File: src/rtl/y86_writeback_seq_if.sv
// Bus between a retiring Y86-64 instruction source and the write-back sequencer,
// including the register-file write port and status outputs the sequencer drives.
interface y86_writeback_seq_if;
  logic        in_valid;
  logic        in_ready;
  logic [3:0]  icode;
  logic        cnd;
  logic [3:0]  rA;
  logic [3:0]  rB;
  logic [63:0] valE;
  logic [63:0] valM;
  logic        wr_en;
  logic [3:0]  wr_addr;
  logic [63:0] wr_data;
  logic        done;
  logic        halted;
  logic        invalid;
  logic [31:0] retired;

  modport master (
    output in_valid, icode, cnd, rA, rB, valE, valM,
    input  in_ready, wr_en, wr_addr, wr_data, done, halted, invalid, retired
  );

  modport slave (
    input  in_valid, icode, cnd, rA, rB, valE, valM,
    output in_ready, wr_en, wr_addr, wr_data, done, halted, invalid, retired
  );
endinterface

File: src/rtl/y86_writeback_seq.sv
// Y86-64 write-back sequencer: drives the register file's single write port,
// valE before valM, and tracks halt/invalid status and the retired count.
module y86_writeback_seq (
  input  logic                  clk,
  input  logic                  reset,
  y86_writeback_seq_if.slave    bus
);

  localparam logic [3:0] REG_NONE = 4'hF;
  localparam logic [3:0] REG_RSP  = 4'h4;

  typedef enum logic [1:0] {IDLE, WR_E, WR_M, DONE} state_t;

  state_t      state;
  logic [3:0]  icodeReg;
  logic [3:0]  dstMReg;
  logic [63:0] valMReg;
  logic        wrEn;
  logic [3:0]  wrAddr;
  logic [63:0] wrData;
  logic        doneReg;
  logic        haltedReg;
  logic        invalidReg;
  logic [31:0] retiredReg;
  logic        accept;
  logic [3:0]  acceptDstE;
  logic [3:0]  acceptDstM;

  assign bus.in_ready = (state == IDLE) && !haltedReg && !invalidReg;
  assign accept       = bus.in_valid && bus.in_ready;

  // Destinations of the instruction being presented, used only on the accept edge.
  always_comb begin
    // NOTE: every output of a combinational block gets a default first so no latch is inferred.
    acceptDstE = REG_NONE;
    acceptDstM = REG_NONE;
    unique case (bus.icode)
      4'h2:                      acceptDstE = bus.cnd ? bus.rB : REG_NONE;
      4'h3, 4'h6:                acceptDstE = bus.rB;
      4'h8, 4'h9, 4'hA, 4'hB:    acceptDstE = REG_RSP;
      default:                   acceptDstE = REG_NONE;
    endcase
    if (bus.icode == 4'h5 || bus.icode == 4'hB) acceptDstM = bus.rA;
  end

  always_ff @(posedge clk) begin
    // NOTE: all sequential state uses non-blocking assignment so every register sees pre-edge values.
    if (reset) begin
      state      <= IDLE;
      icodeReg   <= 4'h1;
      dstMReg    <= REG_NONE;
      valMReg    <= '0;
      wrEn       <= 1'b0;
      wrAddr     <= REG_NONE;
      wrData     <= '0;
      doneReg    <= 1'b0;
      haltedReg  <= 1'b0;
      invalidReg <= 1'b0;
      retiredReg <= '0;
    end else begin
      unique case (state)
        IDLE: begin
          if (accept) begin
            icodeReg <= bus.icode;
            dstMReg  <= acceptDstM;
            valMReg  <= bus.valM;
            if (acceptDstE != REG_NONE) begin
              state  <= WR_E;
              wrEn   <= 1'b1;
              wrAddr <= acceptDstE;
              wrData <= bus.valE;
            end else if (acceptDstM != REG_NONE) begin
              state  <= WR_M;
              wrEn   <= 1'b1;
              wrAddr <= acceptDstM;
              wrData <= bus.valM;
            end else begin
              // Halt and invalid codes never write, so they always arrive here.
              state   <= DONE;
              doneReg <= 1'b1;
              if (bus.icode == 4'h0) haltedReg  <= 1'b1;
              if (bus.icode > 4'hB)  invalidReg <= 1'b1;
            end
          end
        end
        WR_E: begin
          if (dstMReg != REG_NONE) begin
            state  <= WR_M;
            wrAddr <= dstMReg;
            wrData <= valMReg;
          end else begin
            state   <= DONE;
            wrEn    <= 1'b0;
            wrAddr  <= REG_NONE;
            wrData  <= '0;
            doneReg <= 1'b1;
          end
        end
        WR_M: begin
          state   <= DONE;
          wrEn    <= 1'b0;
          wrAddr  <= REG_NONE;
          wrData  <= '0;
          doneReg <= 1'b1;
        end
        DONE: begin
          state   <= IDLE;
          doneReg <= 1'b0;
          if (!(icodeReg > 4'hB)) retiredReg <= retiredReg + 32'd1;
        end
        default: state <= IDLE;
      endcase
    end
  end

  assign bus.wr_en   = wrEn;
  assign bus.wr_addr = wrAddr;
  assign bus.wr_data = wrData;
  assign bus.done    = doneReg;
  assign bus.halted  = haltedReg;
  assign bus.invalid = invalidReg;
  assign bus.retired = retiredReg;

endmodule

File: src/flat_wrapper.sv
// flat-port wrapper written by rule: the top's interface ports become plain ports
module y86_writeback_seq_flat 
  (clk, reset, bus_in_valid, bus_icode, bus_cnd, bus_rA, bus_rB, bus_valE, bus_valM, bus_in_ready, bus_wr_en, bus_wr_addr, bus_wr_data, bus_done, bus_halted, bus_invalid, bus_retired);
  y86_writeback_seq_if bus_i ();
  input  logic clk;
  input  logic reset;
  input wire logic [$bits(bus_i.in_valid)-1:0] bus_in_valid;
  input wire logic [$bits(bus_i.icode)-1:0] bus_icode;
  input wire logic [$bits(bus_i.cnd)-1:0] bus_cnd;
  input wire logic [$bits(bus_i.rA)-1:0] bus_rA;
  input wire logic [$bits(bus_i.rB)-1:0] bus_rB;
  input wire logic [$bits(bus_i.valE)-1:0] bus_valE;
  input wire logic [$bits(bus_i.valM)-1:0] bus_valM;
  output wire logic [$bits(bus_i.in_ready)-1:0] bus_in_ready;
  output wire logic [$bits(bus_i.wr_en)-1:0] bus_wr_en;
  output wire logic [$bits(bus_i.wr_addr)-1:0] bus_wr_addr;
  output wire logic [$bits(bus_i.wr_data)-1:0] bus_wr_data;
  output wire logic [$bits(bus_i.done)-1:0] bus_done;
  output wire logic [$bits(bus_i.halted)-1:0] bus_halted;
  output wire logic [$bits(bus_i.invalid)-1:0] bus_invalid;
  output wire logic [$bits(bus_i.retired)-1:0] bus_retired;
  assign bus_i.in_valid = bus_in_valid;
  assign bus_i.icode = bus_icode;
  assign bus_i.cnd = bus_cnd;
  assign bus_i.rA = bus_rA;
  assign bus_i.rB = bus_rB;
  assign bus_i.valE = bus_valE;
  assign bus_i.valM = bus_valM;
  assign bus_in_ready = bus_i.in_ready;
  assign bus_wr_en = bus_i.wr_en;
  assign bus_wr_addr = bus_i.wr_addr;
  assign bus_wr_data = bus_i.wr_data;
  assign bus_done = bus_i.done;
  assign bus_halted = bus_i.halted;
  assign bus_invalid = bus_i.invalid;
  assign bus_retired = bus_i.retired;
  y86_writeback_seq u_core (.clk(clk), .reset(reset), .bus(bus_i));
endmodule
File: config.mk
export PLATFORM = sky130hd
export DESIGN_NAME = y86_writeback_seq_flat
export DESIGN_NICKNAME = d
export VERILOG_FILES = /design/src/rtl/y86_writeback_seq_if.sv /design/src/rtl/y86_writeback_seq.sv /design/src/flat_wrapper.sv
export SDC_FILE = /design/constraint.sdc
export NUM_CORES = 1
export LEC_CHECK = 0
export CAP_MARGIN = 20
export CELL_PAD_IN_SITES_DETAIL_PLACEMENT = 1
export CELL_PAD_IN_SITES_GLOBAL_PLACEMENT = 1
export CORE_ASPECT_RATIO = 1.25
export CORE_MARGIN = 10
export CORE_UTILIZATION = 35
export CTS_BUF_LIST = sky130_fd_sc_hd__clkbuf_8
export DETAILED_ROUTE_END_ITERATION = 7
export MAX_ROUTING_LAYER = met4
export PLACE_DENSITY_LB_ADDON = 0.1
export SLEW_MARGIN = 40
export SYNTH_ARGS = -nofsm -noshare
export SYNTH_HDL_FRONTEND = slang
export SYNTH_SLANG_ARGS = --single-unit
File: constraint.sdc
create_clock -name clk -period 3.4 [get_ports clk]
set_clock_uncertainty 0.2 [all_clocks]
set_input_delay 0.51 -clock clk [delete_from_list [all_inputs] [get_ports clk]]
set_output_delay 0.51 -clock clk [all_outputs]
set_load 0.005 [all_outputs]
# After elaboration in Yosys (flattened, before gate mapping)

Index checks and enable logic that the tools add are counted.

Bits in registers: 178
Logic and storage cells: 82
Output and inout port bits: 105
Bits of input ports: 144

Reductions and logical operators: 18
Add/sub/neg operators: 1
Bitwise operators: 3
Magnitude comparators: 2
Eq/ne operators: 19
Multiplexer cells: 28

Operators with widths:

| kind                                          | number |
|---|---|
| two-way mux 64 bit                            | 4 |
| one-hot mux 64 bit (3 select lines)           | 1 |
| adder 32 x 1 -> 32 bit, second input constant | 1 |
| two-way mux 4 bit                             | 6 |
| one-hot mux 4 bit (3 select lines)            | 2 |
| == test 4 bit, second input constant          | 4 |
| != test 4 bit, second input constant          | 3 |
| two-way mux 1 bit                             | 10 |
| AND reduction 5 bit                           | 2 |
| == test 4 x 2 -> 1 bit, second input constant | 2 |
| == test 4 x 3 -> 1 bit, second input constant | 2 |
| > comparator 4 bit, second input constant     | 2 |
| one-hot mux 2 bit (4 select lines)            | 1 |
| AND reduction 4 bit                           | 2 |
| != test 2 bit, second input constant          | 3 |
| == test 2 bit, second input constant          | 2 |
| logical NOT 4 bit                             | 1 |
| two-way mux 2 bit                             | 2 |
| one-hot mux 1 bit (4 select lines)            | 1 |
| AND reduction 2 bit                           | 2 |
| OR reduction 4 bit                            | 1 |
| logical AND 1 bit                             | 3 |
| != test 3 bit, second input constant          | 1 |
| inverter 1 bit                                | 3 |
| other kinds (9)                               | 10 |

# Longest topological paths before layout

Depth after elaboration: 8
Mapped depth: 10

# Worst setup path before layout

OpenSTA, ideal clock, no wires.

Path kind: input to register
From: input bus_icode[2]
To: register u_core.wrData[0] (netlist: u_core.bus.wr_data[0])
Required time: 3.054 ns
Arrival time: 2.245 ns
Cell stages on the path: 9
Setup slack: 0.809 ns
Path buffers: 3
Cells stage by stage: buf_2 or4_4 o2111ai_2 nand4_2 a22o_1 clkbuf_1 clkbuf_1 nor2_1 a211oi_2

Cells in the longest elaborated chain, start to end: 7

RTL lines:

| element                                                         | line                    | text |
|---|---|---|
| start: declaration                                              | flat_wrapper.sv:8       | `input wire logic [$bits(bus_i.icode)-1:0] bus_icode;` |
| == test 4 bit, or another cell as far along                     | y86_writeback_seq.sv:37 | `unique case (bus.icode)` |
| OR reduction 4 bit / OR reduction 2 bit (equally long branches) | y86_writeback_seq.sv:37 |  |
| one-hot mux 4 bit (3 select lines)                              | y86_writeback_seq.sv:37 |  |
| != test 4 bit                                                   | y86_writeback_seq.sv:67 | `if (acceptDstE != REG_NONE) begin` |
| two-way mux 64 bit                                              | y86_writeback_seq.sv:67 |  |
| two-way mux 64 bit                                              | y86_writeback_seq.sv:63 | `if (accept) begin` |
| one-hot mux 64 bit (3 select lines)                             | y86_writeback_seq.sv:61 | `unique case (state)` |
| end signal: assignment                                          | y86_writeback_seq.sv:71 | `wrData <= bus.valE;` |
| end signal: assignment                                          | y86_writeback_seq.sv:76 | `wrData <= bus.valM;` |
| end signal: assignment                                          | y86_writeback_seq.sv:90 | `wrData <= valMReg;` |
| end: declaration                                                | y86_writeback_seq.sv:20 | `logic [63:0] wrData;` |

Parallel ways exist; a longest one is shown, timed or not. The select of a mux whose other input is x is not followed.
A chain may end at the register's enable or synchronous reset.

# Final worst setup path

From: register u_core.state[1]
To: output bus_in_ready

Cells in the longest elaborated chain, start to end: 3

RTL lines:

| element                         | line                    | text |
|---|---|---|
| start: declaration              | y86_writeback_seq.sv:14 | `state_t state;` |
| start signal: assignment        | y86_writeback_seq.sv:49 | `state <= IDLE;` |
| start signal: assignment        | y86_writeback_seq.sv:68 | `state <= WR_E;` |
| start signal: assignment        | y86_writeback_seq.sv:73 | `state <= WR_M;` |
| logical NOT 2 bit               | y86_writeback_seq.sv:29 | `assign bus.in_ready = (state == IDLE) && !haltedReg && !invalidReg;` |
| logical AND 1 bit (2 in series) | y86_writeback_seq.sv:29 |  |
| end: declaration                | flat_wrapper.sv:14      | `output wire logic [$bits(bus_i.in_ready)-1:0] bus_in_ready;` |

No other way between the ends.

==> run_results.csv <==
group,metric,value,unit
status,status,"finished clean",
clock_tree,clk_pin_slew,0.09,ns
power,leakagePower,4.14,nW
worst_setup_path,cp-end-kind,"output port",
timing,final.setup.tns,0,ns
timing,fmax,0.344,GHz
worst_setup_path,worstRegToRegCells,6,
synthesis,ys.flop_type,"dfxtp_1",
detailed_routing,vias,8237,
detailed_routing,drtAntennaViolNets,0,
synthesis,synth-edff-count,0,
worst_hold_path,hold_depth,2,
detailed_routing,dr.pass1.iters,6,
clock_tree,clk_latency,0.47,ns
synthesis,async_reset_ff_share,0,%
die,pin_count,249,
synthesis,seq_area_frac_synth,41.8,%
clock_tree,clock-root-buffer,"clkbuf_8",
run,max_cap_viol_count,0,
synthesis,syn_nets,1208,
worst_setup_path,arrival,2.20,ns
synthesis,synth.distinct_cells,50,
timing,period_minus_slack,2.91,ns
timing,slew_violations,0,
grt,grt_max_degree,77,
grt,grt_pass1_vias,8436,
die,die_w,159,um
synthesis,syn_area_per_cell,7.96,um^2
die,die_h,193,um
power,total_power,8.35,mW
worst_setup_path,crit_required,2.69,ns
clock_tree,cts_made_buffers,17,
timing,rsz0062_at_grt,"no",
timing,max-slew-margin-rel,48.2,%
detailed_routing,drtIter0Drc,247,
synthesis,synthTopCellsByArea,"dfxtp_1, nand2_1, a211oi_2",
synthesis,synth_largest_area_cell,"dfxtp_1",
clock_tree,cts_sinks,176,
power,peakVddDrop,0.000429,V
placement,portBuffers,248,
die,dieArea,30700,um^2
synthesis,synth.cell_area,8420,um^2
timing,finalSetupViolCount,0,
detailed_routing,viasPerCell,5.16,
worst_setup_path,worstPathMaxFanout,11,
detailed_routing,drcViolationCount,0,
placement,routabilityCongestion,0.787,
timing,layout_setup_ws,0.493,ns
placement,hpwlAfterDp,20500,um
grt,grt_pass1_wl,46700,um
detailed_routing,routed_wl,29400,um
clock_tree,postCtsSetupRepairBufs,0,
synthesis,ys_ff_latch,176,
worst_setup_path,cp-start-kind,"register",
timing,worstMarginPinSlew,0.777,ns
cells_and_area,drive_above_1_share,9.91,%
clock_tree,cts_tree,"yes",
timing,hold_ws,0.259,ns
clock_tree,htreeDepth,4,
die,start_util,35.5,%
cells_and_area,layout.nets,1409,
cells_and_area,fillCellCount,2811,
worst_setup_path,critPathKind,"register to output port",
grt,antenna_found_initial,1,
clock_tree,clockBufferDepth,2,
placement,place_worst_setup_slack,0.162,ns
detailed_routing,wl_per_cell,18.4,um
worst_hold_path,holdCritPathClass,"register to register",
clock_tree,cts_hold_buf,0,
die,coreArea,23700,um^2
die,row_count,63,
grt,grt_use_total,18.9,%
clock_tree,ctsResizeCount,0,
power,p_per_area,719,nW/um^2
cells_and_area,syn_to_final_growth,37.9,%
synthesis,ys_warn_count,0,
cells_and_area,utilization,49.0,%
grt,overflow,0,
timing,fin_crit_sh,85.5,%
timing,hold_violations,0,
synthesis,syn-instance-count,1058,
synthesis,yosysTopAreaCellShare,41.8,%
## where the power goes
| part | internal, mW | switching, mW | leakage [nW] |
|---|---|---|---|
| combinational | 1.93 | 2.23 | 2.51 |
| sequential | 2.49 | 0.232 | 1.44 |
| clock | 0.671 | 0.798 | 0.195 |
| total | 5.09 | 3.26 | 4.14 |
## layout make-up
| class | instances | area [um^2] | area share (%) |
|---|---|---|---|
| multi-input combinational | 788 | 4520 | 38.9 |
| sequential | 176 | 3520 | 30.3 |
| timing repair buffer | 272 | 2760 | 23.8 |
| tap | 325 | 407 | 3.50 |
| clock buffer | 18 | 248 | 2.13 |
| clock inverter | 13 | 139 | 1.20 |
| inverter | 4 | 15.0 | 0.129 |
| antenna | 1 | 2.50 | 0.0215 |
## stage by stage
stage	cells	area, um^2
2_1_floorplan	1058	8420
3_3_place_gp	1565	11200
3_5_place_dp	1565	11200
4_1_cts	1596	11600
5_1_grt	1597	11600
6_report	1597	11600
## flip-flops by register name, summed over array words and instances, names as in the netlist
register,cells
u_core.bus.done,1
u_core.bus.retired,32
u_core.bus.wr_en,1
u_core.dstMReg,4
u_core.bus.wr_data,64
u_core.state,2
u_core.bus.invalid,1
u_core.bus.halted,1
u_core.valMReg,64
u_core.icodeReg,2
u_core.bus.wr_addr,4
## per-layer routing
metal  routed length, um  global-route usage [%]  part of all wire [%]
met5                   0                       -                     0
met4                 401                    4.22                   1.4
met3                1580                    5.44                   5.4
met2               14800                    32.4                    50
met1               12600                    21.4                    43
## Yosys cell counts, types with 2 or more instances
master / number
and2_1: 3
inv_1: 4
or3_1: 3
nor4_1: 3
and4_1: 4
o21ai_0: 10
nand3_1: 11
a21oi_1: 144
mux2i_1: 3
nand4_1: 11
a211oi_1: 4
buf_2: 10
o2111ai_1: 2
clkbuf_1: 68
xor2_1: 21
dfxtp_1: 176
a211oi_2: 59
buf_1: 5
xnor2_1: 8
nand2_1: 279
and3_1: 5
nor2_1: 107
buf_6: 6
nor3_1: 6
o21bai_1: 4
ha_1: 6
a22o_1: 64
a311oi_1: 4
nor2b_1: 3
o21ai_1: 4
nor3b_1: 2
## critical path, cell delays in order (launching register included)
cell             delay [ns]
dfxtp_1                0.35
inv_1                  0.16
ha_4                   0.23
nor3b_1                0.38
clkdlybuf4s50_1        0.63
## layout by cell type (no fill, tap or decap), types with 6 or more instances in the layout
cell             instances
nand4_1                 11
dfxtp_1                176
a211oi_2                59
clkbuf_8                18
nor2_1                 107
clkdlybuf4s50_1        247
xor2_1                  21
buf_12                   8
inv_1                    6
nor3_1                   6
nand2_1                278
nand3_1                 10
a22o_1                  63
a21oi_1                144
o21ai_0                 10
buf_4                   16
xnor2_1                  8
## path summary, 6_finish.rpt
path,from,to,slack [ns]
max reg2reg,u_core.state[0]$_SDFFE_PP0P_,u_core.bus.wr_data[44]$_SDFFE_PP0P_,0.71
max,u_core.state[1]$_SDFFE_PP0P_,bus_in_ready,0.49
min,u_core.valMReg[34]$_SDFFE_PP0P_,u_core.valMReg[34]$_SDFFE_PP0P_,0.26
min reg2reg,u_core.valMReg[34]$_SDFFE_PP0P_,u_core.valMReg[34]$_SDFFE_PP0P_,0.26
## logic make-up (layout without fill, tap and decap cells)
logic type               after synthesis  in the layout  synth area share, %
AND/OR/NAND/NOR                      443            443                 21.5
AO/OA/AOI/OAI                        307            307                 27.5
flip-flops                           176            176                 41.8
buffers and inverters                 94            307                 4.92
XOR/XNOR                              29             29                 3.02
adder cells (fa/ha/maj)                6              6                0.891
multiplexers                           3              3                0.356
other                                  0              1                    0
(Power assumes the default switching activity.)
==> RTL change 1, RTL diff (same settings) <==
Reset style: asynchronous (`reset`), changed in one clocked block.
--- a/src/rtl/y86_writeback_seq.sv
+++ b/src/rtl/y86_writeback_seq.sv
@@ -44,5 +44,5 @@
   end
 
-  always_ff @(posedge clk) begin
+  always_ff @(posedge clk or posedge reset) begin
     // NOTE: all sequential state uses non-blocking assignment so every register sees pre-edge values.
     if (reset) begin
Formal check against the unedited RTL: differs if reset is asserted again (counterexample within 4 cycles, from zero or initial values and one cycle with reset high); with reset held inactive, the same outputs for 4 cycles.
==> RTL change 1 against the original RTL <==
- core utilization increased by 0.69 points
- sequential cell count unchanged
- power rose by 23%
- count of clock-buffer cells in the layout stayed put
- synthesized area decreased by 2.1%
- cell count decreased by 21%
- final area shrank 1.2%
- wire length down 4.6%
- worst setup slack improved by 0.021 ns
- combinational power increased by 24%
- sequential power is 37% higher
==> RTL change 1: results (changes against the original RTL) <==
- Status: completed
- Flop2flop setup slack: 0.81 ns (+0.10 ns)
- P_leak: 4.39 nW (+6.1%)
- Max transition margin: 60.9% (+13 points)
- Port buffer count: 248 (unchanged)
- First DRT Iteration DRCs: 196 (-21%)
- Reg2reg path depth: 6 (unchanged)
- Ys Warns: 0 (unchanged)
- Largest net degree at the start of global routing: 79 (+2.6%)
- Global-route wire length before repair: 44400 µm (-5.0%)
- Clock transition at the registers of the reported paths: 0.11 ns (+0.02 ns)
- Slowest-stage cell, CP: clkdlybuf4s50_1
- Min-delay worst type: input port to async pin
- DP HPWL: 20600 µm (+0.33%)
- Post-synthesis sequential area ratio: 53.5% (+12 points)
- FILL cells: 2462 (-12%)
- R2R Path End: u_core.bus.retired[23]
- Critical R2R Launch: u_core.state[0]
- Distinct cells, synth: 48 (-4.0%)
- DRT Pass-1 Iters: 6 (unchanged)
- Vias/cell: 5.48 (+6.2%)
- H-tree depth: 4 (unchanged)
- Post_cts resized: 0 (unchanged)
- Async set-reset flop share out of synthesis: 100% (+100 points)
- DR WL met2: 14400 µm (-2.5%)
- Met3 routed WL: 1610 µm (+2.1%)
- Final GP Congestion: 0.859 (+9.2%)
- Clock Latency Late Sink: 0.46 ns
- Total CTS buffers: 17 (unchanged)
- Antenna violations before repair: 5 (+4)
- Critical path class: flip-flop to primary output
- Fraction of layout cells with a size suffix above 1: 14.6% (+4.7 points)
- Worst ir drop on vdd: 0.654 mV (+52%)
- Power Internal: 0.00626 W (+23%)
- CP top delay family: buffers and inverters
- Top routing layer used: met4
- Crit path max fanout: 4 (-7)
- Synth area leaders: dfrtp_1 (51%), mux2_2 (9.7%), a211oi_1 (6.0%)
- Max incr delay on CP: 0.53 ns (-0.10 ns)
- Met1 WL: 11600 µm (-7.5%)
- CTS max path bufs: 2 (unchanged)
- Synth Net Count: 885 (-27%)
- Vias in the first global route: 7746 (-8.2%)
- Gr usage total: 19.2% (+0.23 points)
- Setup bufs post-CTS: 0 (unchanged)
- Commonest cells in the netlist: dfrtp_1 (168), nand2_1 (83), mux2_2 (71)
- Final-stage net count: 1110 (-21%)
- Clock root cell: clkbuf_8
- DR WL/cell: 22.1 µm (+20%)
RTL change 1: kinds of logic (layout without fill, tap and decap cells):
family                   after synthesis  in the layout  synth area share (%)
buffers and inverters                 68            305                  3.93
multiplexers                          74             74                  10.1
AND/OR/NAND/NOR                      152            152                  8.41
adder cells (fa/ha/maj)                6              6                 0.910
XOR/XNOR                              31             31                  3.29
AO/OA/AOI/OAI                        228            228                  19.9
other                                  0              7                     0
flip-flops                           176            176                  53.5
RTL change 1: how the worst max path moves through the flow:
| stage | endpoint | slack, ns |
|---|---|---|
| 2_1_floorplan | u_core.bus.done | 0.44 |
| 3_5_place_dp | u_core.bus.wr_addr[0] | 0.28 |
| 6_report | bus_in_ready | 0.51 |
| 5_1_grt | bus_in_ready | 0.35 |
| 4_1_cts | bus_in_ready | 0.44 |
| 3_3_place_gp | u_core.bus.wr_addr[1] | 0.38 |
RTL change 1: area by class of cell:
cell class,count,share of cell area [%]
Antenna cell,7,0.153
Clock buffer,18,2.16
Clock inverter,13,1.07
Inverter,8,0.294
Multi-Input combinational cell,491,30.8
Sequential cell,176,38.5
Tap cell,288,3.14
Timing Repair Buffer,266,23.9
RTL change 1: power groups by stage:
| stage | logic, W | clock network [W] | registers [W] |
|---|---|---|---|
| after floorplan | 0.00304 | 0 | 0.00361 |
| after global placement | 0.00502 | 0 | 0.00372 |
| after detailed placement | 0.00523 | 0 | 0.00376 |
| after CTS | 0.00524 | 0.00146 | 0.00373 |
| after global routing | 0.00572 | 0.00154 | 0.00383 |
| final | 0.00515 | 0.00141 | 0.00372 |
RTL change 1: layer usage:
layer	vias up	track usage, %
met5	-	-
met4	0	5.37
met3	24	4.52
met2	189	32.5
met1	3514	22.2
li1	3211	-
RTL change 1: through the flow:
step	hold WS, ns	worst slack [ns]	std cells	instance area, µm²
2_1_floorplan	0.268	0.444	735	8250
3_3_place_gp	0.261	0.383	1229	11100
3_5_place_dp	0.266	0.277	1229	11100
4_1_cts	0.165	0.439	1260	11500
5_1_grt	0.174	0.354	1265	11500
6_report	0.176	0.515	1267	11500
==> RTL change 2, RTL diff (same flow settings) <==
Made on the original files. Re-encode `state_t` (4 states) as one-hot, 4 bits wide.
--- a/src/rtl/y86_writeback_seq.sv
+++ b/src/rtl/y86_writeback_seq.sv
@@ -10,5 +10,5 @@
   localparam logic [3:0] REG_RSP  = 4'h4;
 
-  typedef enum logic [1:0] {IDLE, WR_E, WR_M, DONE} state_t;
+  typedef enum logic [3:0] {IDLE = 4'b0001, WR_E = 4'b0010, WR_M = 4'b0100, DONE = 4'b1000} state_t;
 
   state_t      state;
Function: no difference found for any inputs over 4 cycles, from zero or initial values and one cycle with reset high; so few cycles prove little.
==> RTL change 2 against the original RTL <==
- final area fell by 4.6%
- sequential cell count rose by 2
- synthesized area fell by 6.2%
- global-route usage rose by 0.89 points
- critical path depth fell by 1
- worst setup slack got worse by 0.28 ns
- wire length fell by 1.3%
- largest cell class unchanged
Power is not compared: it rests on default switching activity, and its combinational part moved more than twofold at a synthesized area within 25%.
==> RTL change 2: results (changes against the original RTL) <==
- Status: completed
- H-tree depth: 4 (unchanged)
- Design area: 0.0111 mm² (-4.6%)
- Syn_area_per_cell: 8.59 µm² (+7.9%)
- Drt total wl: 29000 µm (-1.3%)
- Reg2reg path depth: 5 (-1)
- Mux cell area share after synthesis: 9.25% (+8.9 points)
- Final GP Congestion: 0.817 (+3.9%)
- CP top delay family: simple AND/OR/NAND/NOR gates
- Critical R2R Launch: u_core.state[1]
- Post-Synth Adder-Cell Area: 0.158% (-0.73 points)
- WHS Path Cells: 2 (unchanged)
- Antenna violations before repair: 0 (-1)
- Worst Hold End: u_core.bus.retired[21]
- Pre-CTS setup slack: 0.280 ns (+0.118 ns)
- Commonest cells in the netlist: dfxtp_1 (178), nand2_1 (147), nor2_1 (103)
- Sequential power share: 46.5%
- Synth Net Count: 1065 (-12%)
- Synth area leaders: dfxtp_1 (45%), mux2_2 (9.1%), a221oi_1 (7.2%)
- Final-stage net count: 1279 (-9.2%)
- GRT met1 Usage: 23.1% (+1.7 points)
- Grt met3 use: 5.04% (-0.40 points)
- Fraction of layout cells with a size suffix above 1: 11.3% (+1.3 points)
- Xor/xnor share of the synthesized area: 2.88% (-0.13 points)
- Post-synthesis sequential area ratio: 45.1% (+3.3 points)
- Worst Hold Launch: reset
- ANT cells: 0 (-1)
- Port buffer count: 248 (unchanged)
- Gr usage total: 19.8% (+0.89 points)
- Max transition margin: 58.6% (+10 points)
- Complex-gate fraction of the synthesized area: 19.6% (-7.9 points)
- Crit path max fanout: 7 (-4)
- Grt met2 use: 33.8% (+1.4 points)
- First DRT Iteration DRCs: 302 (+22%)
- DR WL/cell: 20.3 µm (+10%)
- Slowest-stage cell, CP: clkdlybuf4s50_1
- Flop2flop setup slack: 0.83 ns (+0.12 ns)
- Clock transition at the registers of the reported paths: 0.11 ns (+0.02 ns)
- Async set-reset flop share out of synthesis: 0% (unchanged)
- Distinct cells, synth: 56 (+12%)
- Largest net degree at the start of global routing: 70 (-9.1%)
- Min-delay worst type: input port to flip-flop
- FILL cells: 2586 (-8.0%)
- R2R Path End: u_core.bus.done
- Final Power: 0.00513 W
- DP HPWL: 20200 µm (-1.5%)
- DRT Pass-1 Iters: 5 (-1)
- Global-route wire length before repair: 45800 µm (-2.0%)
- Dpl cells: 1397 (-11%)
- Vias in the first global route: 8191 (-2.9%)
- Vias/cell: 5.37 (+4.2%)
- WHS: 0.260 ns (+0.00124 ns)
[RTL change 2: final cells by class]
type	instances	share of cell area, %
clock buffer	17	2.11
clock inverter	14	1.60
inverter	11	0.372
multi-input combinational	656	35.7
sequential	178	32.1
tap	283	3.19
timing repair buffer	270	24.9
[RTL change 2: worst max path at each step]
stage / slack [ns] / startpoint / end / cells past startpoint
finish: 0.21 / u_core.state[1] / bus_in_ready / 3
global route: 0.14 / u_core.state[1] / bus_in_ready / 3
CTS: 0.21 / u_core.state[1] / bus_in_ready / 3
detailed placement: 0.28 / bus_icode[3] / u_core.bus.wr_data[16] / 7
global placement: 0.36 / bus_icode[0] / u_core.bus.wr_data[27] / 7
floorplan: 0.94 / bus_icode[2] / u_core.bus.wr_data[46] / 7
[RTL change 2: layer usage]
metal	up-vias	wire length, µm
li1	3690	-
met1	3788	12700
met2	187	14600
met3	15	1520
met4	0	215
met5	-	0
